<file path="config.mk">
export PLATFORM = sky130hd
export DESIGN_NAME = ex_mul_sequencer
export DESIGN_NICKNAME = d
export VERILOG_FILES = /design/src/rtl/lc3b_types.sv /design/src/rtl/mul_datapath.sv /design/src/rtl/ex_mul_sequencer.sv
export SDC_FILE = /design/constraint.sdc
export NUM_CORES = 1
export LEC_CHECK = 0
export CAP_MARGIN = 10
export CELL_PAD_IN_SITES_DETAIL_PLACEMENT = 0
export CELL_PAD_IN_SITES_GLOBAL_PLACEMENT = 2
export CORE_ASPECT_RATIO = 1.5
export CORE_MARGIN = 3
export CORE_UTILIZATION = 31
export CTS_CLUSTER_DIAMETER = 50
export CTS_CLUSTER_SIZE = 28
export DETAILED_ROUTE_END_ITERATION = 6
export GPL_TIMING_DRIVEN = 0
export MAX_ROUTING_LAYER = met4
export PLACE_DENSITY = 0.79
export SYNTH_ARGS = -nofsm -noshare
export SYNTH_HDL_FRONTEND = slang
export SYNTH_SLANG_ARGS = --single-unit
</file>
<file path="constraint.sdc">
create_clock -name clk -period 2.71 [get_ports clk]
set_clock_uncertainty 0.05 [all_clocks]
set_input_delay 0.271 -clock clk [delete_from_list [all_inputs] [get_ports clk]]
set_output_delay 0.271 -clock clk [all_outputs]
set_load 0.01 [all_outputs]
</file>
<file path="src/rtl/lc3b_types.sv">
// Shared LC-3b type definitions: machine word and the multiply sequencer state encoding.
package lc3b_types;

  typedef logic [15:0] lc3b_word;

  typedef enum logic [1:0] {
    MUL_IDLE,
    MUL_BUSY,
    MUL_DONE
  } lc3b_mul_state;

endpackage

</file>
<file path="src/rtl/mul_datapath.sv">
// Shift-add multiply datapath: operand shift registers and accumulator, result modulo 2^WIDTH.
module mul_datapath #(
  parameter int unsigned WIDTH = 16
) (
  input  logic             clk,
  input  logic             rst,
  input  logic             load,
  input  logic             step,
  input  logic [WIDTH-1:0] a,
  input  logic [WIDTH-1:0] b,
  output logic [WIDTH-1:0] acc
);

  logic [WIDTH-1:0] mcand;
  logic [WIDTH-1:0] mplier;

  always_ff @(posedge clk) begin
    if (rst) begin
      mcand  <= '0;
      mplier <= '0;
      acc    <= '0;
    end else if (load) begin
      mcand  <= a;
      mplier <= b;
      acc    <= '0;
    end else if (step) begin
      // Bits shifted past WIDTH are dropped, so overflow never reaches acc.
      if (mplier[0]) acc <= acc + mcand;
      mcand  <= mcand << 1;
      mplier <= mplier >> 1;
    end
  end

endmodule

</file>
<file path="src/rtl/ex_mul_sequencer.sv">
// EX-stage multi-cycle multiply sequencer: FSM, iteration counter and pipeline stall generation.
module ex_mul_sequencer
  import lc3b_types::*;
#(
  parameter int unsigned WIDTH = 16,
  parameter int unsigned ITERS = WIDTH
) (
  input  logic             clk,
  input  logic             rst,
  input  logic             valid_in,
  input  logic             is_mul,
  input  logic [WIDTH-1:0] a,
  input  logic [WIDTH-1:0] b,
  input  logic             flush,
  input  logic             downstream_ready,
  output logic             stall_out,
  output logic             busy,
  output logic [WIDTH-1:0] result,
  output logic             result_valid
);

  localparam int unsigned CW = (ITERS > 1) ? $clog2(ITERS) : 1;
  localparam logic [CW-1:0] LAST = CW'(ITERS - 1);

  lc3b_mul_state state, state_next;
  logic [CW-1:0] cnt;
  logic          load;
  logic          step;
  logic [WIDTH-1:0] acc;

  mul_datapath #(.WIDTH(WIDTH)) u_datapath (
    .clk  (clk),
    .rst  (rst),
    .load (load),
    .step (step),
    .a    (a),
    .b    (b),
    .acc  (acc)
  );

  always_ff @(posedge clk) begin
    if (rst) state <= MUL_IDLE;
    else     state <= state_next;
  end

  always_ff @(posedge clk) begin
    if (rst)       cnt <= '0;
    else if (load) cnt <= '0;
    else if (step) cnt <= cnt + CW'(1);
  end

  always_comb begin
    state_next = state;
    load       = 1'b0;
    step       = 1'b0;
    stall_out  = 1'b0;
    case (state)
      MUL_IDLE: begin
        if (valid_in && is_mul && !flush) begin
          load       = 1'b1;
          stall_out  = 1'b1;
          state_next = MUL_BUSY;
        end
      end
      MUL_BUSY: begin
        stall_out = 1'b1;
        if (flush) begin
          state_next = MUL_IDLE;
        end else begin
          step = 1'b1;
          if (cnt == LAST) state_next = MUL_DONE;
        end
      end
      MUL_DONE: begin
        stall_out = !downstream_ready;
        if (flush || downstream_ready) state_next = MUL_IDLE;
      end
      default: state_next = MUL_IDLE;
    endcase
  end

  assign busy         = (state != MUL_IDLE);
  assign result_valid = (state == MUL_DONE);
  assign result       = result_valid ? acc : '0;

endmodule
</file>
==> results of run 1 <==
## synth_stat cells (all sizes together)
master / instances / area, um^2
o21a: 1 / 7.51
a22oi: 14 / 105
o21bai: 2 / 15.0
inv: 1 / 3.75
or2: 4 / 25.0
o31a: 1 / 8.76
nor3b: 2 / 20.0
and3: 6 / 37.5
nand3b: 2 / 15.0
xor2: 5 / 43.8
a21o: 7 / 52.6
fa: 1 / 20.0
and3b: 1 / 8.76
a211oi: 19 / 143
a211o: 3 / 26.3
nand2: 40 / 150
nand2b: 2 / 12.5
nor2: 32 / 120
clkbuf: 12 / 45.0
buf: 11 / 55.1
or3: 3 / 18.8
and4: 1 / 8.76
nand4: 3 / 18.8
ha: 16 / 200
a2111oi: 1 / 8.76
a311o: 2 / 20.0
nor3: 7 / 35.0
nor2b: 2 / 12.5
xnor2: 3 / 26.3
o211ai: 1 / 7.51
nand3: 11 / 55.1
mux2i: 21 / 210
o21ai: 20 / 100
o31ai: 1 / 7.51
a21oi: 33 / 165
dfxtp: 54 / 1080
and2: 18 / 113
a31oi: 1 / 6.26
a21boi: 1 / 7.51
## state kept, by name, indices dropped and copies added (netlist names)
register           cells
u_datapath.mplier     16
u_datapath.mcand      16
state                  2
u_datapath.acc        16
cnt                    4
## timing repair
item | 4_1_cts | 5_1_grt
pin swaps | 0 | 0
gates resized for setup | 2 | 4
endpoints found under the setup margin | 10 | 11
hold buffers | 0 | 0
## placed cells by master, fill, tap and decap left out, types with 2 or more instances in the layout
| cell type | count |
|---|---|
| dfxtp_1 | 54 |
| nor2_1 | 32 |
| mux2i_1 | 21 |
| xnor2_1 | 3 |
| clkbuf_16 | 5 |
| and3_1 | 6 |
| or3_1 | 3 |
| clkdlybuf4s50_1 | 55 |
| ha_1 | 16 |
| nand2b_1 | 2 |
| o21ai_1 | 3 |
| o21bai_1 | 2 |
| buf_2 | 8 |
| buf_1 | 2 |
| nand2_1 | 40 |
| nand4_1 | 3 |
| a211o_1 | 3 |
| a311o_1 | 2 |
| clkbuf_1 | 12 |
| o21ai_0 | 17 |
| and2_1 | 18 |
| a21o_1 | 7 |
| a211oi_1 | 18 |
| a22oi_1 | 14 |
| nand3b_1 | 2 |
| a21oi_1 | 33 |
| or2_2 | 3 |
| nor3_1 | 7 |
| nand3_1 | 11 |
| xor2_1 | 5 |
## layout make-up
class	instances	area (um^2)	area share, %
Multi-Input combinational cell	287	1840	47.7
Tap cell	112	140	3.63
Buffer	23	101	2.63
Inverter	1	3.75	0.0972
Clock buffer	6	129	3.34
Clock inverter	2	13.8	0.357
Sequential cell	54	1080	28.0
Timing Repair Buffer	55	551	14.3
## power groups by stage
stage	Sequential, W	Combinational, W	Clock (W)
final	0.000834	0.000179	0.000650
after CTS	0.000834	0.000182	0.000673
after floorplan	0.000846	0.0000949	0
after global routing	0.000837	0.000200	0.000699
after detailed placement	0.000852	0.000181	0
after global placement	0.000852	0.000179	0
## worst max-delay path: cells and delay by family (launching register included)
kind	cells	cell delay (ns)
AOI/OAI and AO/OA	3	0.93
DFF	1	0.33
and+or+nand+nor	2	0.19
muxes	1	0.22
adders and majority gates	2	0.69
## how the worst max path moves through the flow
stage / start / endpoint / slack, ns / cells past startpoint
detailed placement: u_datapath.acc[0] / u_datapath.acc[12] / -0.02 / 8
global placement: u_datapath.acc[0] / u_datapath.acc[12] / 0.005 / 8
CTS: u_datapath.acc[0] / u_datapath.acc[12] / 0.09 / 8
finish: u_datapath.acc[0] / u_datapath.acc[12] / 0.19 / 8
floorplan: u_datapath.acc[0] / u_datapath.acc[14] / 0.42 / 8
global route: u_datapath.acc[0] / u_datapath.acc[12] / 0.03 / 8
## metal layers
layer  wire (um)  vias to the layer above  GRT usage [%]
li1            -                     1442              -
met1        3500                     1326           18.1
met2        4440                       53           29.9
met3         295                        8           2.73
met4         135                        0           4.77
met5           0                        -              -
## stage by stage
step                utilization, %  setup TNS [ns]  instances  power [W]
floorplan                        -               0        365   0.000941
global placement              39.6               0        532    0.00103
detailed placement            39.6         -0.0248        532    0.00103
CTS                           41.2               0        540    0.00169
global route                  41.2               0        540    0.00174
finish                        41.2               0        540    0.00166
## logic make-up after synthesis
| logic type | Yosys count |
|---|---|
| buffers and inverters | 24 |
| AO/OA/AOI/OAI | 107 |
| XOR/XNOR | 8 |
| flip-flops | 54 |
| adder cells (fa/ha/maj) | 17 |
| multiplexers | 21 |
| AND/OR/NAND/NOR | 134 |
==> summary.md, run 1 <==
| Metric | Value |
|---|---|
| Synthesis-to-finish area growth | 28.0% |
| Vias per cell | 5.24 |
| Synth Instances | 365 |
| Worst R2R End | u_datapath.acc[12] |
| H-tree levels | 2 |
| Post-DP HPWL | roughly 6600 um |
| Synthesized cell area | 3020 um^2 |
| Initial Util | 32.2% |
| Switching share of power | 24.7% |
| Compound-Gate Fraction of Synth Area | between 20 and 25% |
| Post-synth net total | 420 |
| Largest stage delay on the critical path | 0.45 ns |
| Max_cap viols | 0 |
| R2R Path Start | u_datapath.acc[0] |
| Routed wire length | 8370 um |
| Worst Hold Path EP | u_datapath.mcand[1] |
| Flop and latch count out of synthesis | 54 |
| Chip height | between 100 and 150 um |
| Pins Over Slew Limit | 0 |
| Worst reg2reg path depth | 8 |
| Min Tclk post-route | 2.52 ns |
| CP startpoint kind | flop |
| Critical Path AT | around 2.7 ns |
| DP Area | 3710 um^2 |
| Leakage power | 1.46 nW |
| Adder and majority cell fraction of the synthesized area | 7.30% |
| First-pass GRT wire length | 14000 um |
| Net Switching | between 0.0004 and 0.0005 W |
| CTS tree | yes |
| Crit share post-route | 92.9% |
| Yosys warning count | 0 |
| Post-synthesis mux area share | 6.97% |
| Worst skew pair latency | 0.29 ns |
| Worst hold path class | in2reg |
| Largest net degree at the start of global routing | 17 |
| Clock root buffer | clkbuf_16 |
| WS Path Type | reg2reg |
| Worst Path Required | 2.85 ns |
| Power per standard cell area | 431 nW/um^2 |
| Fillcell total | 1004 |
| Register area share after synthesis | a little over a third |
| Post-route ant nets | 0 |
| DRT Pass-1 Iters | 5 |
| Port Buf Inserts | 55 |
| FP Rows | 43 |
| Share of cells above drive strength 1 | 5.37% |
| Final hold vios | 0 |
| # diodes | 0 |
| Clock slew at reported path FFs | about 0.07 ns |
| Logic pwr share | 10.8% |
| Crit path cell chain | ha_1, fa_1, a211oi_2, o21ai_1, a2111oi_1, nor3_1, mux2i_1, nand2_1 |
| Max IR drop VDD | between 0.3 and 0.4 mV |
| Outcome | finished, final reports clean |
| Grt ovf | 0 |
| Fmax | 0.397 GHz |
| Xor-xnor portion of the synthesized cell area | under 10% |
| Via count | 2829 |
| NumNets Final | 482 |
| Max Buffers Root-to-Sink | 2 |
| Vias in the first global route | 2834 |
| Crit-path slowest cell | fa_1 |
| Largest family of logic cells by synthesized area | compound AO/OA/AOI/OAI gates |
| Ports | 57 |
| Setup violations, final | 0 |
| Synth cell types | 44 |
| Flop pwr share | 50.2% |
| R2r setup slk | 0.19 ns |
| Die X | 86.5 um |
| DR iter-0 viols | 76 |
| GR Util All Layers | 16.5% |
| Worst Hold Path Cells | 2 |
| Die footprint | 11000 um^2 |
| Hold_ws | 0.361 ns |
| Least-Margin Pin Slew | approximately 0.60 ns |
| Worst setup EP type | flop |
| # Post-CTS Setup Buffers | 0 |
| Remaining DRCs | 0 |
| Cell internal pwr | 0.00125 W |
| RSZ-0062 raised after global routing | false |
| Post-route cell area | about 3900 um^2 |
| Worst-path maximum fanout | 3 |
| Place WS | -0.0248 ns |
| Slew Limit Headroom | between 60 and 70% |
| Placer Congestion | about 0.85 |
| Num CTS Buffers | 5 |
| Simple-Gate Fraction of Synth Area | 21.6% |
| Clock Sink Count | 54 |
| Syn avg cell area | 8.26 um^2 |
| Min-delay src | rst |
| Worst setup margin | 0.191 ns |
| CORE AREA | 9360 um^2 |
| Drt wl/cell | 15.5 um |
| Initial antenna violation count | 0 |
| Clock share of power | 39.1% |
Note: power is estimated with default switching activity, not from simulation.
==> inputs of run 2 (changes only) <==
--- a/config.mk
+++ b/config.mk
@@ -6,17 +6,15 @@
 export NUM_CORES = 1
 export LEC_CHECK = 0
 export CAP_MARGIN = 10
-export CELL_PAD_IN_SITES_DETAIL_PLACEMENT = 0
-export CELL_PAD_IN_SITES_GLOBAL_PLACEMENT = 2
 export CORE_ASPECT_RATIO = 1.5
 export CORE_MARGIN = 3
-export CORE_UTILIZATION = 31
+export CORE_UTILIZATION = 47
 export CTS_CLUSTER_DIAMETER = 50
 export CTS_CLUSTER_SIZE = 28
 export DETAILED_ROUTE_END_ITERATION = 6
 export GPL_TIMING_DRIVEN = 0
 export MAX_ROUTING_LAYER = met4
-export PLACE_DENSITY = 0.79
+export PLACE_DENSITY = 0.71
 export SYNTH_ARGS = -nofsm -noshare
 export SYNTH_HDL_FRONTEND = slang
 export SYNTH_SLANG_ARGS = --single-unit
==> run 2 against run 1 <==
Compared with the run above:
- wire length shrank 13%
- sequential share of layout area rose by 0.74 points
- setup slack gained 0.0099 ns
- critical path depth unchanged
- global-route usage rose by 4.5 points
- first-iteration DRC count increased by 100%
- register-to-register slack hardly changed
- clock power fell by 28%
- final cell count decreased by 7.0%
- final area is 2.6% lower
- combinational power down 2%
- largest cell class unchanged
==> summary.md, run 2 (synthesis results as in run 1) <==
| Metric | Value |
|---|---|
| Outcome | finished, final reports clean |
| Final hold vios | 0 |
| Fillcell total | 569 |
| Critical Path AT | around 2.7 ns |
| Vias in the first global route | 2819 |
| Vias per cell | 5.63 |
| Clock root buffer | clkbuf_8 |
| Place WS | 0.0907 ns |
| Multi-input logic area | 1840 um^2 |
| Clock slew at reported path FFs | about 0.1 ns |
| Worst skew pair latency | approximately 0.3 ns |
| Initial antenna violation count | 0 |
| Routed wire length | 7320 um |
| CP startpoint kind | flop |
| Crit-path slowest cell | fa_1 |
| Largest net degree at the start of global routing | 16 |
| Max IR drop VDD | 0.253 mV |
| Most frequent cells in the layout | clkdlybuf4s50_1, dfxtp_1, nand2_1 |
| Worst-path maximum fanout | 3 |
| Worst Path Required | ~2.9 ns |
| Ports | 57 |
| Crit share post-route | between 90% and 100% |
| Placer Congestion | 0.901 |
| Slew Limit Headroom | 61.9% |
| Commonest non-fill, non-tap cell in the layout | clkdlybuf4s50_1 |
| Clock Sink Count | 54 |
| Largest regs | u_datapath.acc: 16 flops, u_datapath.mcand: 16 flops, u_datapath.mplier: 16 flops |
| Num CTS Buffers | 5 |
| Total Power | ~0.0015 W |
| Die footprint | 7440 um^2 |
| Worst setup margin | roughly 0.20 ns |
| GR Util All Layers | 21.0% |
| Crit path cell chain | ha_1, fa_1, a211oi_2, o21ai_0, a21oi_1, nor2_1, mux2i_1, a311o_1 |
| Power per standard cell area | a little under 400 nW/um^2 |
| Placed Cells | 494 |
| Drt wl/cell | 14.6 um |
| Share of cells above drive strength 1 | about 5.4% |
| Remaining DRCs | 0 |
| Post-DP HPWL | 5780 um |
| Finished Layout Cells | ~500 |
| # diodes | 0 |
| DRT Pass-1 Iters | 4 |
| Leakage power | about 1.4 nW |
| WS Path Type | reg2reg |
| DR iter-0 viols | between 150 and 200 |
| FP Rows | 35 |
| First-pass GRT wire length | 12600 um |
| NumNets Final | 482 |
| Port Buf Inserts | 55 |
| Setup violations, final | 0 |
| Max_cap viols | 0 |
| Via count | 2826 |
| Initial Util | around half |
| Grt ovf | 0 |
| Post-route ant nets | 0 |
| Die X | 71.4 um |
| Max Buffers Root-to-Sink | 2 |
| Hold buffers post-CTS | 0 |
| H-tree levels | 2 |
| Fmax | 0.399 GHz |
| Pins Over Slew Limit | 0 |
| CORE AREA | approximately 6000 um^2 |
| CTS tree | yes |
| Worst setup EP type | flop |
| Min Tclk post-route | between 2 and 3 ns |
| Least-Margin Pin Slew | 0.571 ns |
| Synthesis-to-finish area growth | 24.7% |
| Sequential Area | about 1100 um^2 |
| Largest stage delay on the critical path | ~0.45 ns |
| Chip height | 104 um |
| Worst hold path class | in2reg |
[run 2: cell types whose count changed in the layout (fill, tap and decap cells not counted)]
cell / delta
clkbuf_16: -5
o21ai_0: +1
o21ai_1: -1
clkbuf_8: +6
clkinv_4: -1
[run 2: path summary, 6_finish.rpt]
| kind | slack, ns | start | cells past startpoint | end |
|---|---|---|---|---|
| hold / removal | 0.34 | rst | 2 | u_datapath.mcand[1] |
| setup / recovery | 0.20 | u_datapath.acc[0] | 8 | u_datapath.acc[14] |
| hold reg to reg | 0.41 | u_datapath.mplier[3] | 2 | u_datapath.mplier[3] |
| setup reg to reg | 0.20 | u_datapath.acc[0] | 8 | u_datapath.acc[14] |
[run 2: cell type report]
type,instances,share of cell area (%)
Buffer,23,2.69
Clock buffer,7,2.30
Clock inverter,1,0.133
Inverter,1,0.0998
Multi-Input combinational cell,287,48.9
Sequential cell,54,28.7
Tap cell,74,2.46
Timing Repair Buffer,55,14.6
[run 2: per-stage QoR]
step                hold WS (ns)  utilization (%)  cell area [um^2]  setup TNS (ns)
floorplan                  0.298                -              3020               0
global placement           0.394             59.3              3660               0
detailed placement         0.400             59.3              3660               0
CTS                        0.327             60.8              3750               0
global route               0.346             60.9              3760         -0.0190
finish                     0.338             60.9              3760               0
[run 2: critical path: cells and delay by family (launching register included)]
| family | cells | cell delay (ns) |
|---|---|---|
| multiplexers | 1 | 0.13 |
| flip-flops | 1 | 0.34 |
| AO/OA/AOI/OAI | 4 | 1.10 |
| adder cells (fa/ha/maj) | 2 | 0.69 |
| AND/OR/NAND/NOR | 1 | 0.10 |
[run 2: metal layers]
metal / track usage [%] / part of all wire [%] / wire length, um
met3: 3.09 / 3.7 / 271
met5: - / 0 / 0
met1: 22.9 / 42 / 3040
met2: 38.3 / 53 / 3890
met4: 6.18 / 1.5 / 112
[run 2: report_power, final]
group / switching [W] / internal, W
registers: 0.0000180 / 0.000815
clock network: 0.000258 / 0.000207
logic: 0.0000829 / 0.0000925
total: 0.000359 / 0.00111
[run 2: repair_timing]
item / in CTS / in global routing
endpoints found under the setup margin: 1 / 3
resized for setup: 1 / 4
setup buffers: 0 / 0
==> inputs of run 3 (changes only) <==
--- a/config.mk
+++ b/config.mk
@@ -9,6 +9,7 @@
 export CORE_ASPECT_RATIO = 1.5
 export CORE_MARGIN = 3
 export CORE_UTILIZATION = 47
+export CTS_BUF_LIST = sky130_fd_sc_hd__clkbuf_4 sky130_fd_sc_hd__clkbuf_8
 export CTS_CLUSTER_DIAMETER = 50
 export CTS_CLUSTER_SIZE = 28
 export DETAILED_ROUTE_END_ITERATION = 6
==> run 3 against run 2 <==
Compared with the run above:
- worst hold slack got worse by 0.00055 ns
- non-clock buffer count unchanged
- count of clock-buffer cells in the layout unchanged
- combinational power about the same
- global-route usage about the same
- sequential share of layout area about the same
- critical path type unchanged
- largest power group unchanged
- highest routed layer unchanged
==> summary.md, run 3 (synthesis results as in run 1) <==
| Metric | Value |
|---|---|
| DR iter-0 viols | 154 |
| Outcome | finished, final reports clean |
| Setup violations, final | 0 |
| Ports | 57 |
| DRT Pass-1 Iters | 4 |
| Grt ovf | 0 |
| Initial Util | between 40% and 50% |
| Die X | 71.4 um |
| Vias in the first global route | 2812 |
| Clock root buffer | clkbuf_8 |
| Max Buffers Root-to-Sink | 2 |
| Worst setup EP type | flop |
| Post-route cell area | 3760 um^2 |
| Clock slew at reported path FFs | 0.10 ns |
| Synthesis-to-finish area growth | 24.8% |
| Crit-path slowest cell | fa_1 |
| Top delay family on crit path | compound AO/OA/AOI/OAI gates |
| Slew Limit Headroom | 61.8% |
| Fillcell total | 567 |
| DP Area | 3660 um^2 |
| Vias per cell | around 5.6 |
| CP startpoint kind | flop |
| Min Tclk post-route | 2.51 ns |
| Least-Margin Pin Slew | roughly 0.57 ns |
| Most frequent cells in the layout | clkdlybuf4s50_1, dfxtp_1, nand2_1 |
| Leakage power | about 1.4 nW |
| First-pass GRT wire length | 12600 um |
| Chip height | roughly 100 um |
| Post-DP HPWL | 5780 um |
| Post-route ant nets | 0 |
| GR Util All Layers | 21.0% |
| Final hold vios | 0 |
| Worst hold path class | in2reg |
| Worst-path maximum fanout | 3 |
| Largest stage delay on the critical path | 0.45 ns |
| Via count | around 2.8k |
| Share of cells above drive strength 1 | 5.61% |
| Worst path bufs/invs | 0 |
| Place WS | 0.0907 ns |
| Largest regs | u_datapath.acc: 16 flops, u_datapath.mcand: 16 flops, u_datapath.mplier: 16 flops |
| Worst skew pair latency | 0.30 ns |
| # diodes | 0 |
| Die footprint | 7440 um^2 |
| Max_cap viols | 0 |
| WS Path Type | reg2reg |
| Drt wl/cell | ~15 um |
| Power per standard cell area | 394 nW/um^2 |
| Largest net degree at the start of global routing | 16 |
| Crit path cell chain | ha_1, fa_1, a211oi_2, o21ai_0, a21oi_1, nor2_1, mux2i_1, a311o_1 |
| Crit share post-route | ~90% |
| Remaining DRCs | 0 |
| Worst setup margin | roughly 0.2 ns |
| Clock Sink Count | 54 |
| Fmax | 0.399 GHz |
| Worst Path Required | 2.86 ns |
| Initial antenna violation count | 0 |
| Num CTS Buffers | 5 |
| CORE AREA | 6170 um^2 |
| Pins Over Slew Limit | 0 |
| Commonest non-fill, non-tap cell in the layout | clkdlybuf4s50_1 |
| NumNets Final | 482 |
| Placer Congestion | 0.901 |
| Routed wire length | 7300 um |
| Port Buf Inserts | 55 |
| Critical Path AT | 2.65 ns |
| H-tree levels | 2 |
| FP Rows | 35 |
| CTS tree | yes |
| Max IR drop VDD | 0.289 mV |
## run 3: area by class of cell
cell class / count / area [um^2] / share of cell area [%]
multi-input combinational: 287 / 1840 / 48.9
buffer: 23 / 101 / 2.69
clock buffer: 7 / 90.1 / 2.39
timing repair buffer: 55 / 551 / 14.6
inverter: 1 / 3.75 / 0.0997
tap: 74 / 92.6 / 2.46
sequential: 54 / 1080 / 28.7
clock inverter: 1 / 5.00 / 0.133
## run 3: what timing repair did
| action | in CTS | in global routing |
|---|---|---|
| buffers inserted | 0 | 0 |
| cloned | 0 | 0 |
| hold buffers | 0 | 0 |
| gates resized for setup | 1 | 4 |
| setup endpoints to repair | 1 | 4 |
## run 3: path summary, 6_finish.rpt
check / startpoint / to / slack (ns) / cells after the start
setup / recovery: u_datapath.acc[0] / u_datapath.acc[14] / 0.20 / 8
hold reg to reg: u_datapath.mplier[3] / u_datapath.mplier[3] / 0.41 / 2
hold / removal: rst / u_datapath.mcand[1] / 0.34 / 2
setup reg to reg: u_datapath.acc[0] / u_datapath.acc[14] / 0.20 / 8
## run 3: routing by layer
layer	up-vias	GRT usage [%]	share of wire [%]
met5	-	-	0
met4	0	5.91	1.2
met3	9	3.00	3.4
met2	69	38.4	54
met1	1305	23.0	42
li1	1442	-	-
## run 3: through the flow
step / hold WS (ns) / power, W / cells / utilization (%) / TNS (ns)
after floorplan: 0.298 / 0.000941 / 365 / - / 0
after global placement: 0.394 / 0.00102 / 494 / 59.3 / 0
after detailed placement: 0.400 / 0.00103 / 494 / 59.3 / 0
after CTS: 0.328 / 0.00150 / 502 / 60.9 / 0
after global routing: 0.344 / 0.00155 / 502 / 61.0 / -0.0190
final: 0.337 / 0.00148 / 502 / 61.0 / 0
## run 3: where the power goes
group	internal [W]	switching, W	total (W)
sequential	0.000815	0.0000181	0.000834
clock	0.000217	0.000259	0.000476
combinational	0.0000925	0.0000826	0.000175
==> patch (config.mk and constraints of run 2) <==
`WIDTH` is set to 16 in 2 places; all go to 32.
--- a/src/rtl/mul_datapath.sv
+++ b/src/rtl/mul_datapath.sv
@@ -1,5 +1,5 @@
 // Shift-add multiply datapath: operand shift registers and accumulator, result modulo 2^WIDTH.
 module mul_datapath #(
-  parameter int unsigned WIDTH = 16
+  parameter int unsigned WIDTH = 32
 ) (
   input  logic             clk,
--- a/src/rtl/ex_mul_sequencer.sv
+++ b/src/rtl/ex_mul_sequencer.sv
@@ -3,5 +3,5 @@
   import lc3b_types::*;
 #(
-  parameter int unsigned WIDTH = 16,
+  parameter int unsigned WIDTH = 32,
   parameter int unsigned ITERS = WIDTH
 ) (
Interface: changed (resized a, b and result); port bits go from 57 to 105. The function was not compared with the original's and may differ.
==> patch against run 2 <==
- final cell count grew 110%
- maximum frequency is 2.3% lower
- design area rose by 100%
- global-route usage grew 5.8 points
- wire length increased to 2.5 times the old value
- total power increased by 140%
- sequential cell count is 49 higher
- combinational power rose to 3.5 times the old value
- synthesized area up 99%
- setup slack lost 0.059 ns
==> patch: results (changes against run 2) <==
| Metric | Value |
|---|---|
| Outcome | `completed (unchanged)` |
| Drt via density | `5.76 (was 5.63)` |
| Max FO, Critical Path | `4 (was 3)` |
| Leakage | `2.83 nW (was 1.43 nW)` |
| Regs by FF count | `u_datapath.acc (32), u_datapath.mcand (32), u_datapath.mplier (32) (was u_datapath.acc (16), u_datapath.mcand (16), u_datapath.mplier (16))` |
| Switch Pwr | `1.11 mW (was 359 uW)` |
| Synth Area in Adders | `7.23% (was 7.30%)` |
| Worst Setup SP | `u_datapath.mcand[0] (was u_datapath.acc[0])` |
| Worst min-delay path endpoint | `u_datapath.mplier[8] (was u_datapath.mcand[1])` |
| VDD IR max | `0.261 mV (was 0.253 mV)` |
| Synth cell count leaders | `nand2_1 (171), dfxtp_1 (103), a21oi_1 (81), nor2_1 (65), clkbuf_1 (35) (was dfxtp_1 (54), nand2_1 (40), a21oi_1 (33), nor2_1 (32), mux2i_1 (21))` |
| Synthesized Nets | `883 (was 420)` |
| H-tree depth | `3 (was 2)` |
| Nets | `1001 (was 482)` |
| Total Routing Usage GR | `26.8% (was 21.0%)` |
| Synth Area in Compound Gates | `26.7% (was 22.6%)` |
| Hold Crit Class | `reg2reg (was in2reg)` |
| Buffers outside the clock class | `155 (was 78)` |
| Slowest cell on crit path | `fa_2 (was fa_1)` |
| Drt pass-1 iters | `5 (was 4)` |
| Mux contribution to synthesized area | `0.334% (was 6.97%)` |
| Clock Latency Late Sink | `0.36 ns (was 0.30 ns)` |
| Metal-1 WL | `7370 um (was 3040 um)` |
| Non-clock buffering overhead | `16.6% (was 17.3%)` |
| Clock transition at path regs | `0.08 ns (was 0.10 ns)` |
| Clock sinks | `103 (was 54)` |
| Fillers | `1140 (was 569)` |
| # port buffers | `104 (was 55)` |
| Seq pwr | `1.65 mW (was 833 uW)` |
| Sw Share | `30.7% (was 24.4%)` |
| DR WL/cell | `17.7 um (was 14.6 um)` |
| Routability cong. | `0.935 (was 0.901)` |
| Max_slew headroom | `53.3% (was 61.9%)` |
| Combinational cell fraction of total power | `16.8% (was 11.9%)` |
| Flop-to-flop setup slack | `0.14 ns (was 0.20 ns)` |
| Clock buffer count | `9 (was 7)` |
| Inverters | `9 (was 1)` |
| Starting DRT DRC Count | `231 (was 153)` |
[patch: changes by cell type after synthesis, sizes merged, moves of 18 or more]
cell    delta
nor2      +33
dfxtp     +49
nand2    +131
a311oi    +33
clkbuf    +23
mux2i     -19
and2      +18
a21oi     +49
[patch: timing repair]
action,CTS,global route
setup endpoints to repair,19,11
setup buffers,0,3
pin swaps,1,5
resized for setup,3,12
[patch: through the flow]
step | instances | utilization, % | setup slack [ns] | instance area, um2 | hold slack, ns
6_report | 1055 | 62.2 | 0.142 | 7580 | 0.408
5_1_grt | 1055 | 62.2 | -0.0190 | 7580 | 0.428
4_1_cts | 1052 | 61.8 | 0.00534 | 7540 | 0.411
3_5_place_dp | 1036 | 59.2 | -0.112 | 7220 | 0.399
3_3_place_gp | 1036 | 59.2 | -0.155 | 7220 | 0.392
2_1_floorplan | 779 | - | 0.390 | 5990 | 0.357
